`config.mk`:
```
export PLATFORM = sky130hd
export DESIGN_NAME = host_cmd_parser
export DESIGN_NICKNAME = d
export VERILOG_FILES = /design/src/rtl/host_cmd_parser.sv
export SDC_FILE = /design/constraint.sdc
export NUM_CORES = 1
export LEC_CHECK = 0
export ABC_CLOCK_PERIOD_IN_PS = 9500
export BUFFER_PORTS_ARGS = -buffer_cell sky130_fd_sc_hd__buf_2
export CAP_MARGIN = 20
export CORE_MARGIN = 2
export CORE_UTILIZATION = 40
export DETAILED_ROUTE_END_ITERATION = 10
export HOLD_SLACK_MARGIN = 0.03
export PLACE_DENSITY = 0.63
export SYNTH_ARGS = -nofsm -noshare
export SYNTH_HDL_FRONTEND = slang
export SYNTH_SLANG_ARGS = --single-unit
```
`constraint.sdc`:
```
create_clock -name clk_host -period 9.5 [get_ports clk_host]
set_input_delay 0.95 -clock clk_host [delete_from_list [all_inputs] [get_ports clk_host]]
set_output_delay 0.95 -clock clk_host [all_outputs]
set_load 0.01 [all_outputs]
```
`src/rtl/host_cmd_parser.sv`:
```
// Host command parser: frames the 16-bit host word stream into command headers and a payload stream, checks the 32-bit payload sum.
// Define HOST_PARSER_TIMEOUT_EN to abort packets that stall mid-frame for timeout_cycles idle cycles.
module host_cmd_parser #(
  parameter int host_width     = 16,
  parameter int timeout_cycles = 65535
) (
  input  logic                  clk_host,
  input  logic                  reset_n,
  input  logic                  in_valid,
  output logic                  in_ready,
  input  logic [host_width-1:0] in_data,
  output logic                  cmd_valid,
  output logic [7:0]            cmd_dest,
  output logic [7:0]            cmd_code,
  output logic [23:0]           cmd_length,
  output logic                  pay_valid,
  input  logic                  pay_ready,
  output logic [host_width-1:0] pay_data,
  output logic                  cmd_done,
  output logic                  cmd_checksum_ok,
  output logic                  cmd_abort,
  output logic [7:0]            err_count,
  output logic [2:0]            dbg_state
);
  localparam logic [7:0] CMD_FIFO_WRITE   = 8'h01;
  localparam logic [7:0] AUD_FIFO_WRITE   = 8'h02;
  localparam logic [7:0] SELECT_CLOCK     = 8'h10;
  localparam logic [7:0] UPDATE_BLOCKING  = 8'h11;
  localparam logic [7:0] AUD_FIFO_READ    = 8'h12;

  typedef enum logic [2:0] {
    S_DEST, S_CMD, S_LEN_HI, S_LEN_LO, S_DATA, S_CSUM_HI, S_CSUM_LO
  } state_t;

  state_t                state, state_nxt;
  logic [7:0]            hdr_dest, hdr_code, len_hi;
  logic [host_width-1:0] csum_hi;
  logic [23:0]           pay_cnt, code_len, hdr_len;
  logic [31:0]           sum;
  logic                  framed, done_pend, accept, last_word, timeout_hit, err_inc, code_framed, csum_match;

  // Code decode; unlisted codes (including the reset/status group) are simple with no payload.
  always_comb begin
    code_framed = 1'b0;
    code_len    = '0;
    case (in_data[7:0])
      CMD_FIFO_WRITE, AUD_FIFO_WRITE: code_framed = 1'b1;
      SELECT_CLOCK, UPDATE_BLOCKING:  code_len = 24'd1;
      AUD_FIFO_READ:                  code_len = 24'd2;
      default:                        code_len = '0;
    endcase
  end

  assign hdr_len    = {len_hi, in_data[15:0]};
  assign last_word  = (pay_cnt == cmd_length - 24'd1);
  assign csum_match = ({csum_hi, in_data} == sum);
  assign err_inc    = timeout_hit || ((state == S_CSUM_LO) && in_valid && !csum_match);
  assign dbg_state  = state;

  always_ff @(posedge clk_host or negedge reset_n) begin
    if (!reset_n) state <= S_DEST;
    else          state <= state_nxt;
  end

  // Valid/ready: a word moves when in_valid & in_ready; in DATA the payload port passes straight through.
  always_comb begin
    state_nxt = state;
    in_ready  = 1'b1;
    pay_valid = 1'b0;
    pay_data  = '0;
    accept    = in_valid;
    case (state)
      S_DEST:   if (in_valid) state_nxt = S_CMD;
      S_CMD: begin
        if (in_valid) begin
          if (code_framed)          state_nxt = S_LEN_HI;
          else if (code_len == '0)  state_nxt = S_DEST;
          else                      state_nxt = S_DATA;
        end
      end
      S_LEN_HI: if (in_valid) state_nxt = S_LEN_LO;
      S_LEN_LO: if (in_valid) state_nxt = (hdr_len == '0) ? S_CSUM_HI : S_DATA;
      S_DATA: begin
        in_ready  = pay_ready;
        pay_valid = in_valid;
        pay_data  = in_data;
        accept    = in_valid && pay_ready;
        if (accept && last_word) state_nxt = framed ? S_CSUM_HI : S_DEST;
      end
      S_CSUM_HI: if (in_valid) state_nxt = S_CSUM_LO;
      S_CSUM_LO: if (in_valid) state_nxt = S_DEST;
      default:   state_nxt = S_DEST;
    endcase
    if (timeout_hit) state_nxt = S_DEST;
  end

  always_ff @(posedge clk_host or negedge reset_n) begin
    if (!reset_n) begin
      hdr_dest <= '0; hdr_code <= '0; len_hi <= '0; csum_hi <= '0;
      pay_cnt <= '0; sum <= '0; framed <= 1'b0; done_pend <= 1'b0;
      cmd_valid <= 1'b0; cmd_dest <= '0; cmd_code <= '0; cmd_length <= '0;
      cmd_done <= 1'b0; cmd_checksum_ok <= 1'b0; cmd_abort <= 1'b0; err_count <= '0;
    end else begin
      cmd_valid <= 1'b0;
      cmd_done  <= 1'b0;
      cmd_abort <= timeout_hit;
      done_pend <= 1'b0;
      // Zero-length simple commands finish one cycle after their cmd_valid.
      if (done_pend) begin
        cmd_done        <= 1'b1;
        cmd_checksum_ok <= 1'b1;
      end
      if (err_inc && err_count != 8'hFF) err_count <= err_count + 8'd1;
      case (state)
        S_DEST: begin
          sum     <= '0;
          pay_cnt <= '0;
          if (accept) hdr_dest <= in_data[7:0];
        end
        S_CMD: if (accept) begin
          hdr_code <= in_data[7:0];
          framed   <= code_framed;
          if (!code_framed) begin
            cmd_valid  <= 1'b1;
            cmd_dest   <= hdr_dest;
            cmd_code   <= in_data[7:0];
            cmd_length <= code_len;
            done_pend  <= (code_len == '0);
          end
        end
        S_LEN_HI: if (accept) len_hi <= in_data[7:0];
        S_LEN_LO: if (accept) begin
          cmd_valid  <= 1'b1;
          cmd_dest   <= hdr_dest;
          cmd_code   <= hdr_code;
          cmd_length <= hdr_len;
        end
        S_DATA: if (accept) begin
          sum     <= sum + 32'(in_data);
          pay_cnt <= pay_cnt + 24'd1;
          if (last_word && !framed) begin
            cmd_done        <= 1'b1;
            cmd_checksum_ok <= 1'b1;
          end
        end
        S_CSUM_HI: if (accept) csum_hi <= in_data;
        S_CSUM_LO: if (accept) begin
          cmd_done        <= 1'b1;
          cmd_checksum_ok <= csum_match;
        end
        default: ;
      endcase
    end
  end

`ifdef HOST_PARSER_TIMEOUT_EN
  logic [15:0] idle_cnt;

  // Only cycles with no word offered count; a payload stall with in_valid high is not idle.
  assign timeout_hit = (state != S_DEST) && !in_valid && (idle_cnt == 16'(timeout_cycles - 1));

  always_ff @(posedge clk_host or negedge reset_n) begin
    if (!reset_n)                                   idle_cnt <= '0;
    else if (state == S_DEST || accept || timeout_hit) idle_cnt <= '0;
    else if (!in_valid)                             idle_cnt <= idle_cnt + 16'd1;
  end
`else
  // No idle counter in this build; the expression is constant false for any legal timeout_cycles.
  assign timeout_hit = (timeout_cycles < 0);
`endif
endmodule

```
==> flow_summary_export.csv, run 1 <==
group,metric,value,unit
sta,rsz0062_at_grt,"no",
cts,clk_path_buf_depth,2,
die,io_pins,93,
cells_and_area,multi_input_area,4320,um^2
drt,ant_nets,0,
critical_path,crit_path_start_kind,"input pin",
critical_path,crit_arrival,4.00,ns
cells_and_area,final_nets,967,
critical_path,r2r_slack,5.84,ns
sta,skew,0.00751,ns
die,initial_core_util,40.9,%
sta,max_freq,270,MHz
sta,hold_viol,0,
synthesis,syn_area,8330,um^2
critical_path,critical_path.max_stage_delay,0.88,ns
run,max-cap-violations,0,
cts,ctsResizeCount,0,
placement,dp_hpwl,15.3,mm
synthesis,synth.distinct_cells,64,
critical_path,reg2reg_to,"dbg_state[0]$_DFFE_PN0P_",
cells_and_area,regArea,3800,um^2
cts,clkTransAtPathRegs,0.06,ns
global_routing,antenna_found_initial,0,
sta,slew_headroom,32.7,%
drt,viasPerCell,5.46,
cells_and_area,stdcell_area,9640,um^2
critical_path,worstSetupPathType,"in -> reg",
global_routing,grt_pass1_vias,6318,
die,core,20400,um^2
placement,post_dp_cell_area,9020,um^2
die,die_h,148,um
cts,htreeDepth,4,
synthesis,synth_top_flop_cell,"dfrtp_1",
placement,gp_congestion,0.844,
critical_path,cp_max_fo,14,
sta,fin_setup_tns,0,ns
cts,postCtsSetupBuffers,0,
critical_path,crit_chain,"buf_2 -> ha_1 -> fa_1 -> a211oi_1 -> nor3_1 -> nor2_1 -> a211oi_1 -> o311ai_0 -> a21boi_0 -> xnor2_1 -> nor2_1",
critical_path,critPathRequiredTime,9.80,ns
critical_path,endpoint_kind,"register",
cts,clock-sinks,152,
sta,setup_viol,0,
cells_and_area,area_growth,15.8,%
cells_and_area,final_common_cell,"dfrtp_1",
synthesis,async_flop_share,100,%
global_routing,grt_start_max_net_pins,81,
critical_path,r2r_start,"cmd_length[5]$_DFFE_PN0P_",
pwr,irDropWorstVdd,0.140,mV
cts,insertion_delay,0.43,ns
cts,cts_tree,"yes",
run_status,status,"finished, final reports clean",
placement,io_buffers,91,
worst_hold_path,hp-class,"reg -> reg",
pwr,p_per_area,314,nW/um^2
drt,via_count,6612,
die,dieArea,22000,um^2
drt,drt-total-wl,22.1,mm
critical_path,reg2reg_depth,8,
die,die_w,148,um
critical_path,cp_slowest_cell,"o311ai_0",
sta,worst_pin_slew,0.998,ns
worst_hold_path,whs_path_depth,2,
cts,cts_hold_buf,0,
global_routing,gr-total-overflow,0,
drt,drt_iter0_markers,326,
synthesis,synthesis.nets,887,
synthesis,ys_seq_area_share,45.7,%
pwr,p_leak,4.49,nW
cells_and_area,n_antenna_cell,0,
global_routing,grt_pass1_wl,35.5,mm
synthesis,syn_avg_cell_area,9.83,um^2
cells_and_area,fillers,1938,
cts,cts_inserted_buffers,17,
synthesis,synth-edff-count,0,
drt,drc_errors,0,
cts,root_buffer,"clkbuf_16",
worst_hold_path,min_from,"done_pend$_DFF_PN0_",
drt,wl_per_cell,18.3,um
worst_hold_path,holdPathEnd,"cmd_done$_DFF_PN0_",
sta,slew_viol_final,0,
global_routing,track_usage,20.7,%
drt,first_pass_iters,5,
sta,period_share,39.0,%
synthesis,ys_seq_elements,152,
synthesis,ys.warnings.count,0,
cells_and_area,drive_gt1_share,20.6,%
cells_and_area,final_cell_mix,"dfrtp_1, nand2_1, buf_2",
sta,post-route-min-period,3.70,ns
die,num_rows,52,
synthesis,synthCells,847,
cells by family after synthesis:
family                     synth area share [%]
AOI/OAI and AO/OA                          12.4
xor gates and xnor gates                   10.4
adders and majority gates                  3.09
buffers and inverters                      2.67
DFF                                        45.7
muxes                                      6.69
other                                    0.0450
and+or+nand+nor                            19.1
registers in the layout (all words and copies together) (netlist names):
register,cells
cmd_dest,8
err_count,8
sum,32
dbg_state,3
cmd_done,1
cmd_checksum_ok,1
cmd_code,8
framed,1
pay_cnt,24
len_hi,8
cmd_valid,1
done_pend,1
hdr_code,8
csum_hi,16
hdr_dest,8
cmd_length,24
Yosys cell counts (6+ instances only):
| cell type | number | area, um^2 |
|---|---|---|
| a211oi_1 | 10 | 75.1 |
| a21o_1 | 8 | 60.1 |
| a21oi_1 | 21 | 105 |
| a22o_1 | 24 | 210 |
| a31oi_1 | 14 | 87.6 |
| and2_1 | 21 | 131 |
| and3_1 | 6 | 37.5 |
| clkbuf_1 | 31 | 116 |
| dfrtp_1 | 152 | 3800 |
| ha_1 | 19 | 238 |
| inv_1 | 15 | 56.3 |
| mux2_2 | 44 | 495 |
| nand2_1 | 95 | 357 |
| nand2b_1 | 6 | 37.5 |
| nand3_1 | 30 | 150 |
| nand4_1 | 13 | 81.3 |
| nor2_1 | 75 | 282 |
| nor3_1 | 20 | 100 |
| nor4_1 | 22 | 138 |
| o21ai_0 | 34 | 170 |
| o31ai_1 | 7 | 52.6 |
| or4_1 | 6 | 45.0 |
| xnor2_1 | 61 | 534 |
| xor2_1 | 38 | 333 |
per-layer routing:
layer | up-vias | share of wire (%) | GRT usage [%]
met1 | 3262 | 48 | 29.8
met4 | 0 | 1.4 | 4.95
met2 | 152 | 46 | 32.4
met3 | 23 | 5.0 | 4.26
li1 | 3175 | - | -
met5 | - | 0 | 0
cell type report:
type | count | area share (%)
clock buffer | 18 | 4.55
clock inverter | 14 | 1.71
inverter | 16 | 0.623
multi-input combinational | 641 | 44.7
sequential | 152 | 39.4
tap | 270 | 3.50
timing repair buffer | 99 | 5.42
power breakdown:
part / switching [mW] / internal [mW] / leakage [nW]
combinational: 0.725 / 0.564 / 2.21
clock: 0.295 / 0.401 / 0.290
sequential: 0.202 / 0.842 / 1.99
worst max path at each step:
stage	end	cells past startpoint	from	slack (ns)
after CTS	cmd_done$_DFF_PN0_	8	dbg_state[2]$_DFFE_PN0P_	5.38
after detailed placement	sum[26]$_DFFE_PN0P_	11	in_data[0]	5.38
final	sum[26]$_DFFE_PN0P_	11	in_data[0]	5.80
after global routing	sum[18]$_DFFE_PN0P_	11	in_data[0]	5.44
after floorplan	sum[21]$_DFFE_PN0P_	8	in_data[6]	5.71
after global placement	sum[30]$_DFFE_PN0P_	11	in_data[0]	5.41
per-stage QoR:
step | power (mW) | util [%] | hold slack, ns | setup WS (ns) | instances
after floorplan | 1.95 | - | 0.435 | 5.71 | 847
after global placement | 2.31 | 44.3 | 0.445 | 5.41 | 1176
after detailed placement | 2.33 | 44.3 | 0.455 | 5.38 | 1176
after CTS | 3.03 | 47.3 | 0.468 | 5.38 | 1208
after global routing | 3.23 | 47.4 | 0.486 | 5.44 | 1210
final | 3.03 | 47.4 | 0.468 | 5.80 | 1210
critical path, delay by kind of cell:
| family | cells | cell delay, ns |
|---|---|---|
| AOI/OAI and AO/OA | 4 | 1.62 |
| adders and majority gates | 2 | 0.70 |
| and+or+nand+nor | 3 | 0.33 |
| buffers and inverters | 1 | 0.19 |
| xor gates and xnor gates | 1 | 0.19 |
(Power assumes the default switching activity.)
==> run 2: changes to the inputs <==
ABC_CLOCK_PERIOD_IN_PS = 3900   (was 9500)
clock period = 3.9 ns   (was 9.5 ns; I/O delays follow)
==> flow_summary_export.csv, run 2 (synthesized netlist as in run 1, its figures left out) <==
group,metric,value,unit
cells_and_area,reg_top3,"sum (32), cmd_length (24), pay_cnt (24)",
cells_and_area,fillers,1939,
cells_and_area,largest_register_ffs,32,
critical_path,worstSetupPathType,"reg -> reg",
critical_path,critPathRequiredTime,4.21,ns
drt,wl_per_cell,18.7,um
critical_path,reg2reg_to,"dbg_state[0]$_DFFE_PN0P_",
critical_path,crit_arrival,3.82,ns
sta,worst_pin_slew,0.960,ns
drt,drc_errors,0,
die,die_w,148,um
run_status,status,"finished, final reports clean",
drt,first_pass_iters,5,
cells_and_area,final_common_cell,"dfrtp_1",
cts,insertion_delay,0.43,ns
global_routing,grt_start_max_net_pins,102,
sta,setup_viol,0,
cts,htreeDepth,4,
drt,drt_iter0_markers,490,
placement,gp_congestion,0.875,
pwr,p_per_area,754,nW/um^2
critical_path,endpoint_kind,"register",
cts,clkTransAtPathRegs,0.07,ns
die,dieArea,22000,um^2
cells_and_area,area_growth,16.9,%
run,max-cap-violations,0,
sta,slew_headroom,36.0,%
global_routing,antenna_found_initial,0,
cells_and_area,final_cell_mix,"dfrtp_1, nand2_1, buf_2",
global_routing,track_usage,21.8,%
cts,clk_path_buf_depth,2,
cts,cts_inserted_buffers,17,
cts,clock-sinks,152,
pwr,irDropWorstVdd,0.345,mV
sta,skew,0.00869,ns
global_routing,grt_pass1_wl,37.0,mm
cells_and_area,drive_gt1_share,22.0,%
critical_path,endpoint,"dbg_state[0]$_DFFE_PN0P_",
cells_and_area,final_nets,983,
placement,dp_hpwl,16.0,mm
sta,slew_viol_final,0,
pwr,p_leak,4.55,nW
sta,period_share,89.8,%
cts,root_buffer,"clkbuf_16",
sta,rsz0062_at_grt,"no",
sta,whs,0.0769,ns
drt,drt-total-wl,22.9,mm
drt,via_count,6747,
drt,viasPerCell,5.50,
sta,hold_viol,0,
global_routing,grt_pass1_vias,6692,
critical_path,r2r_start,"cmd_length[7]$_DFFE_PN0P_",
sta,fin_setup_tns,0,ns
global_routing,gr-total-overflow,0,
placement,io_buffers,91,
critical_path,crit_path_start_kind,"register",
die,die_h,148,um
critical_path,setup.worst_path.start,"cmd_length[7]$_DFFE_PN0P_",
cts,postCtsSetupBuffers,0,
die,core,20400,um^2
critical_path,reg2reg_depth,8,
worst_hold_path,hp-class,"in -> async",
cts,cts_tree,"yes",
sta,max_freq,286,MHz
cells_and_area,n_antenna_cell,0,
critical_path,r2r_slack,0.40,ns
die,initial_core_util,40.9,%
cts,cts_hold_buf,0,
die,io_pins,93,
sta,post-route-min-period,3.50,ns
critical_path,cp_max_fo,7,
die,num_rows,52,
cells_and_area,regMostFlops,"sum",
drt,ant_nets,0,
cts,ctsResizeCount,0,
==> run 2: final cells by class <==
type	instances	area, um^2	share of cell area [%]
inverters	16	60.1	0.617
clock buffers	17	425	4.37
multi-input cells	641	4320	44.3
flip-flops and latches	152	3800	39.1
well taps	270	338	3.47
repair buffers	115	652	6.69
clock inverters	15	145	1.49
==> run 2: metrics by stage <==
step	cells	setup slack [ns]	cell area [um^2]	util, %	total power, mW
6_report	1226	0.398	9740	47.8	7.34
4_1_cts	1225	0.415	9730	47.8	7.35
3_3_place_gp	1193	0.489	9160	45.0	5.65
3_5_place_dp	1193	0.442	9160	45.0	5.70
5_1_grt	1226	0.184	9740	47.8	7.84
2_1_floorplan	847	0.371	8330	-	4.76
==> run 2: layer usage <==
metal	wire, um	GRT usage [%]	share of wire, %	vias to the layer above
li1	-	-	-	3210
met3	1210	4.75	5.3	32
met5	0	0	0	-
met1	10700	31.1	47	3319
met4	449	6.38	2.0	0
met2	10500	33.6	46	186
==> run 2: worst min path at each step <==
stage / startpoint / endpoint / slack [ns] / cells past startpoint
after floorplan: reset_n / cmd_checksum_ok$_DFF_PN0_ / 0.09 / 0
after global placement: cmd_dest[5]$_DFFE_PN0P_ / cmd_dest[5]$_DFFE_PN0P_ / 0.45 / 2
after detailed placement: cmd_dest[4]$_DFFE_PN0P_ / cmd_dest[4]$_DFFE_PN0P_ / 0.45 / 2
after CTS: reset_n / pay_cnt[14]$_DFFE_PN0P_ / 0.13 / 1
after global routing: reset_n / pay_cnt[14]$_DFFE_PN0P_ / 0.17 / 1
final: reset_n / pay_cnt[13]$_DFFE_PN0P_ / 0.08 / 1
==> run 2: critical path: stages (launching register included) <==
cell     delay, ns
dfrtp_1       0.43
or4_4         0.55
or4_1         0.61
or4_1         0.51
o21ai_1       0.17
nand4_1       0.10
or4_1         0.51
o21ai_2       0.16
mux2_1        0.34
==> run 2: report_power, final <==
group / internal (mW) / switching (mW)
clock network: 0.890 / 0.724
logic: 1.42 / 1.83
registers: 2.05 / 0.433
